File: config.mk
export PLATFORM = sky130hd
export DESIGN_NAME = cache_array_arb
export DESIGN_NICKNAME = d
export VERILOG_FILES = /design/src/rtl/cache_array_arb.sv
export SDC_FILE = /design/constraint.sdc
export NUM_CORES = 1
export LEC_CHECK = 0
export ABC_AREA = 1
export CAP_MARGIN = 20
export CELL_PAD_IN_SITES_DETAIL_PLACEMENT = 0
export CELL_PAD_IN_SITES_GLOBAL_PLACEMENT = 2
export CORE_AREA = 2 2 61 63
export CTS_BUF_LIST = sky130_fd_sc_hd__clkbuf_16
export CTS_CLUSTER_DIAMETER = 40
export DETAILED_ROUTE_END_ITERATION = 12
export DIE_AREA = 0 0 63 65
export GPL_ROUTABILITY_DRIVEN = 0
export HOLD_SLACK_MARGIN = 0.02
export PLACE_DENSITY_LB_ADDON = 0.15
export SKIP_CTS_REPAIR_TIMING = 1
export SYNTH_ARGS = -nofsm -noshare
export SYNTH_HDL_FRONTEND = slang
export SYNTH_SLANG_ARGS = --single-unit
File: constraint.sdc
create_clock -name clk -period 2.95 [get_ports clk]
set_input_delay 0.4425 -clock clk [delete_from_list [all_inputs] [get_ports clk]]
set_output_delay 0.4425 -clock clk [all_outputs]
set_load 0.01 [all_outputs]
File: src/rtl/cache_array_arb.sv
// Arbiter for the shared L2 tag/state/data array port: fixed-priority snoops (SU),
// a starvation limiter for L1 requests (CD), held grants and a hold-time watchdog.
module cache_array_arb #(
   parameter  int STARVE_LIM = 4,
   parameter  int TO_CYC     = 256,
   localparam int TO_W       = $clog2(TO_CYC + 1),
   localparam int SC_W       = $clog2(STARVE_LIM + 1)
) (
   input  logic            clk,
   input  logic            rst_n,
   input  logic            cd_req,
   output logic            cd_gnt,
   input  logic            su_req,
   output logic            su_gnt,
   output logic            arr_sel,
   output logic            busy,
   output logic            to_err,
   output logic [SC_W-1:0] starve_cnt,
   output logic [1:0]      dbg_state
);

   typedef enum logic [1:0] {
      ST_IDLE   = 2'd0,
      ST_OWN_CD = 2'd1,
      ST_OWN_SU = 2'd2
   } state_t;

   state_t          r_st;
   state_t          w_st_nxt;
   logic [TO_W-1:0] r_hold;
   logic [SC_W-1:0] r_starve;
   logic            r_to_err;
   logic            r_blk_cd;
   logic            r_blk_su;
   logic            w_cd_eff;
   logic            w_su_eff;
   logic            w_starved;
   logic            w_hold_max;
   logic            w_timeout;

   // A requester cut off by the watchdog is invisible until it drops req once.
   assign w_cd_eff   = cd_req & ~r_blk_cd;
   assign w_su_eff   = su_req & ~r_blk_su;
   assign w_starved  = (r_starve == SC_W'(STARVE_LIM));
   assign w_hold_max = (r_hold == TO_W'(TO_CYC - 1));

   always_comb begin
      w_st_nxt  = r_st;
      w_timeout = 1'b0;
      case (r_st)
         ST_IDLE: begin
            if (w_cd_eff && w_su_eff) w_st_nxt = w_starved ? ST_OWN_CD : ST_OWN_SU;
            else if (w_cd_eff)        w_st_nxt = ST_OWN_CD;
            else if (w_su_eff)        w_st_nxt = ST_OWN_SU;
         end
         ST_OWN_CD: begin
            if (!cd_req) begin
               w_st_nxt = w_su_eff ? ST_OWN_SU : ST_IDLE;
            end else if (w_hold_max) begin
               w_st_nxt  = ST_IDLE;
               w_timeout = 1'b1;
            end
         end
         ST_OWN_SU: begin
            if (!su_req) begin
               w_st_nxt = w_cd_eff ? ST_OWN_CD : ST_IDLE;
            end else if (w_hold_max) begin
               w_st_nxt  = ST_IDLE;
               w_timeout = 1'b1;
            end
         end
         default: w_st_nxt = ST_IDLE;
      endcase
   end

   always_ff @(posedge clk or negedge rst_n) begin
      if (!rst_n) begin
         r_st     <= ST_IDLE;
         r_hold   <= '0;
         r_starve <= '0;
         r_to_err <= 1'b0;
         r_blk_cd <= 1'b0;
         r_blk_su <= 1'b0;
      end else begin
         r_st <= w_st_nxt;

         if (w_st_nxt != r_st)   r_hold <= '0;
         else if (r_st != ST_IDLE) r_hold <= r_hold + 1'b1;

         // Only SU grants taken while CD is waiting count toward starvation.
         if (w_st_nxt == ST_OWN_SU && r_st != ST_OWN_SU) begin
            if (!cd_req)         r_starve <= '0;
            else if (!w_starved) r_starve <= r_starve + 1'b1;
         end else if (w_st_nxt == ST_OWN_CD && r_st != ST_OWN_CD) begin
            r_starve <= '0;
         end

         if (w_timeout) r_to_err <= 1'b1;

         if (w_timeout && r_st == ST_OWN_CD) r_blk_cd <= 1'b1;
         else if (!cd_req)                   r_blk_cd <= 1'b0;

         if (w_timeout && r_st == ST_OWN_SU) r_blk_su <= 1'b1;
         else if (!su_req)                   r_blk_su <= 1'b0;
      end
   end

   assign cd_gnt     = (r_st == ST_OWN_CD);
   assign su_gnt     = (r_st == ST_OWN_SU);
   assign arr_sel    = su_gnt;
   assign busy       = cd_gnt | su_gnt;
   assign to_err     = r_to_err;
   assign starve_cnt = r_starve;
   assign dbg_state  = r_st;

endmodule

### Yosys cells after proc, flatten, opt, wreduce, memory -nomap -nowiden

Index checks and enable logic that the tools add are counted.

| storage, ports and cells | value |
|---|---|
| flip-flop bits (word level) | 17 |
| input bits | 4 |
| output and inout port bits | 10 |
| logic and storage cells | 59 |

| cells by class | value |
|---|---|
| add/sub/neg operators | 2 |
| equal/unequal tests | 12 |
| muxes and demuxes | 24 |
| bitwise operators | 5 |
| reductions and logical operators | 10 |

Operators with widths:

| kind | count |
|---|---|
| $mux W9 | 2 |
| $mux W2 | 8 |
| $mux W3 | 4 |
| $add A9 B1 Y9 const B | 1 |
| $eq A9 B8 Y1 const B | 1 |
| $mux W1 | 8 |
| $ne A2 B1 Y1 const B | 3 |
| $pmux W2 S3 | 1 |
| $reduce_bool A2 Y1 | 3 |
| $logic_and A1 B1 Y1 | 5 |
| $eq A2 B1 Y1 const B | 2 |
| $eq A2 B2 Y1 const B | 2 |
| $add A3 B1 Y3 const B | 1 |
| $eq A3 B3 Y1 const B | 1 |
| $ne A3 B3 Y1 const B | 1 |
| $and A1 B1 Y1 | 2 |
| $logic_not A2 Y1 | 1 |
| $ne A2 B2 Y1 | 1 |
| $ne A2 B2 Y1 const B | 1 |
| $not A1 Y1 | 2 |
| $pmux W1 S2 | 1 |
| $reduce_and A2 Y1 | 1 |
| $or A1 B1 Y1 | 1 |

### Longest topological paths before layout

| depth | value |
|---|---|
| depth after elaboration | 10 |
| mapped depth | 15 |
| gate-level depth less buffers | 15 |

### Least setup slack after synthesis

Ideal clock, no wire load.

| path | value |
|---|---|
| kind | register to register |
| start point | register r_hold[0] |
| end point | register r_hold[1] |
| setup time | 72 ps |
| arrival | 1677 ps |
| required time | 2878 ps |
| path slack | 1201 ps |
| cell stages (with the launch flop) | 15 |
| buffers on the path | 0 |
| period minus slack after synthesis | 1749 ps |
| cells stage by stage | dfrtp_1 > ha_1 > nand2_1 > nor3_1 > ha_1 > inv_1 > nand4_1 > nand2_1 > nor2_4 > nand2_2 > nand2_2 > nand2_1 > nand2_2 > nand2_4 > nor2_1 |

| on the way | value |
|---|---|
| word-level cells in the longest chain between the ends | 6 |
| elaborated cells between the ends (all ways) | 10 |
| those cells by class | add/sub (1); eq/ne (2); mux (6); reduce/logical (1) |

Ends and longest elaborated chain:

| element | RTL line | RTL |
|---|---|---|
| from (decl) | 30 | `logic [TO_W-1:0] r_hold;` |
| from (signal assigned) | 88 | `else if (r_st != ST_IDLE) r_hold <= r_hold + 1'b1;` |
| $eq A9 B8 Y1 | 45 | `assign w_hold_max = (r_hold == TO_W'(TO_CYC - 1));` |
| $mux W2 | 59, 67 |  |
| $mux W2, on equally long branches | 65, 57 |  |
| $pmux W2 S3 | 50 | `case (r_st)` |
| $ne A2 B2 Y1 | 87 | `if (w_st_nxt != r_st) r_hold <= '0;` |
| $mux W9 or $reduce_bool A2 Y1 (tied branches) | -- |  |

Several ways; a longest one is shown, not always the timed one. The select of a mux whose other input is x is not followed.
A chain may end at the register's enable or synchronous reset.

### Worst setup path in the final report

| path | value |
|---|---|
| start point | register r_st[1] (netlist: dbg_state[1]) |
| end point | output port cd_gnt |

| on the way | value |
|---|---|
| word-level cells in the longest chain between the ends | 1 |

Ends and longest elaborated chain:

| element | RTL line | RTL |
|---|---|---|
| from (decl) | 28 | `state_t r_st;` |
| from (signal assigned) | 85 | `r_st <= w_st_nxt;` |
| $eq A2 B1 Y1 | 108 | `assign cd_gnt = (r_st == ST_OWN_CD);` |
| to (decl) | 12 | `output logic cd_gnt,` |

Every way passes these cells.

==> metrics.yaml <==
cts_buffers: 3
grt_pass1_vias: 924
crit_chain: "inv_1, ha_1, clkdlybuf4s50_1"
syn_to_final_growth_pct: 21.2
power_frac_clock: 0.249
syn-cell-area_sq_mm: 0.00113
drive_gt1_frac: 0.134
route.vias.total: 892
synth-edff-count: 0
hold_path_class: "reg2reg"
drt_wl_total_um: 2320
tightest_slew_ns: 0.796
dr_wl_met3_um: 43
status: "finished, final reports clean"
tns_ns: 0
dr.pass1.iters: 4
finalCriticalPeriod_ns: 2.25
reg2regPathDepth: 14
power.switching_w: 0.000454
fmax_mhz: 445
rows: 22
wl_met1_um: 1070
grtUsageTotal: 0.135
ys_ff_latch: 17
postSynthNetCount: 155
highest_layer: "met4"
ys_warn_count: 0
synthCells: 143
synthTopCellsByArea: "dfrtp_1, nand2_1, ha_1, inv_1, nor2_1"
cp-end-kind: "output pin"
final_util: 0.393
coreArea_sq_mm: 0.00350
ant_nets: 0
portBuffers: 13
dr.first_iter.drc_count: 27
ys.flop_type: "dfrtp_1"
swShare: 0.411
required_ns: 2.51
slew_headroom: 0.468
antenna_cells: 0
cp_top_family: "buffers and inverters"
drc: 0
cp.depth: 3
die_x_um: 63
clkSinkCount: 17
critPathBufInv: 2
p_leak_nw: 0.663
slowest_stage: "clkdlybuf4s50_1"
die-area_sq_mm: 0.00410
cts_tree: "yes"
dpl.hpwl_um: 1820
vias_per_cell: 4.35
post_dp_cell_area_sq_mm: 0.00129
wire_per_inst_um: 11.3
yosysMostFrequentCell: "nand2_1"
max_stage_delay_ns: 0.59
antenna_found_initial: 0
die_h_um: 65
peakVddDrop_mv: 0.308
async_flop_share: 1.00
setup_violations: 0
drv_cap: 0
synthDistinctLibCells: 26
clockRootBuffer: "clkbuf_16"
synth_area_leader_cell: "dfrtp_1"
nets: 170
drv_slew: 0
stdcell_area_sq_mm: 0.00138
grt_setup_unrepaired: "false"
whs_ns: 0.463
p_int_w: 0.000651
placedCellCount: 201
syn_avg_cell_area_sq_um: 7.94
synth.top_cell.area_share: 0.375
ys_seq_area_frac: 0.375
critPathKind: "reg2out"
ios: 14
arrival_ns: 1.80
fin_crit_sh: 0.761
netlist_top_cells_count: "nand2_1, dfrtp_1, inv_1, nor2_1, nand3_1"
final_cell_count_no_fill: 205
cts-htree-levels: 1
fillers: 380
seqPwrFrac: 0.270
finalClockSkew_ns: 0.00201
clkTransAtPathRegs_ns: 0.05
clockBufferDepth: 2
grt_max_degree: 18
cp-start-kind: "flop"
hold_violations: 0
initial_utilization: 0.325
overflow: 0
dr_wl_met2_um: 1150
worstSkewPairLatency_ns: 0.25
crit_fanout: 7
grt_pass1_wl_um: 4110
worstHoldPathCells: 1
pwr-share-comb: 0.481
cellPowerDensity_mw_per_mm2: 804
==> power by group through the flow <==
stage | clock, W | sequential, W | combinational, W
after detailed placement | 0 | 0.000302 | 0.000543
final | 0.000275 | 0.000298 | 0.000532
after CTS | 0.000282 | 0.000297 | 0.000547
after floorplan | 0 | 0.000298 | 0.000387
after global placement | 0 | 0.000302 | 0.000547
after global routing | 0.000295 | 0.000303 | 0.000607
==> stage by stage <==
step                total power, W  setup WS, ns
finish                     0.00110         0.704
global route               0.00120         0.583
CTS                        0.00113         0.687
detailed placement        0.000845         0.816
global placement          0.000849         0.802
floorplan                 0.000685          1.20
==> metal layers <==
| metal | vias to the layer above | GRT usage |
|---|---|---|
| met5 | - | 0 |
| met4 | 0 | 0.0833 |
| met3 | 4 | 0.0208 |
| met2 | 7 | 0.229 |
| met1 | 411 | 0.159 |
| li1 | 470 | - |
==> cell usage in the layout (no fill, tap or decap), drive strengths merged <==
cell	netlist	final
nor2	20	20
o21bai	1	1
nand3	11	11
dfrtp	17	17
xnor2	1	1
inv	18	18
nor3	4	4
a21oi	3	3
o22ai	1	1
nand2	44	44
or2	1	1
nand4	3	3
clkinv	0	1
clkdlybuf4s50	0	13
nand3b	1	1
mux2i	1	1
clkbuf	0	3
ha	8	8
xor2	6	6
==> layout make-up <==
class | count | area [sq um] | area share
Timing Repair Buffer | 13 | 130 | 0.0946
Clock inverter | 1 | 5.00 | 0.00364
Inverter | 18 | 70.1 | 0.0510
Tap cell | 48 | 60.1 | 0.0437
Sequential cell | 17 | 425 | 0.309
Clock buffer | 3 | 75.1 | 0.0546
Multi-Input combinational cell | 105 | 609 | 0.443
==> kinds of logic (layout without fill, tap and decap cells) <==
logic type,Yosys count,count (layout),synth area share
mux,1,1,0.00882
buf+inv,21,35,0.0882
flops,17,17,0.375
fa+ha+maj,8,8,0.0882
simple gates,84,84,0.351
compound gates,5,5,0.0353
xor+xnor,7,7,0.0540
==> flip-flops by register name (all words and copies together) (netlist names) <==
register and count:
dbg_state 2, r_blk_cd 1, r_blk_su 1, r_hold 9, starve_cnt 3, to_err 1
==> path summary, 6_finish.rpt <==
check	from	end	slack, ns
setup / recovery	dbg_state[1]$_DFF_PN0_	cd_gnt	0.70
hold / removal	to_err$_DFFE_PN0P_	to_err$_DFFE_PN0P_	0.46
setup reg to reg	r_hold[0]$_DFFE_PN0P_	r_hold[6]$_DFFE_PN0P_	0.90
hold reg to reg	to_err$_DFFE_PN0P_	to_err$_DFFE_PN0P_	0.46
max in group asynchronous	rst_n	dbg_state[0]$_DFF_PN0_	1.80
min in group asynchronous	rst_n	to_err$_DFFE_PN0P_	0.66
No activity file was read; power rests on OpenSTA's default activity.
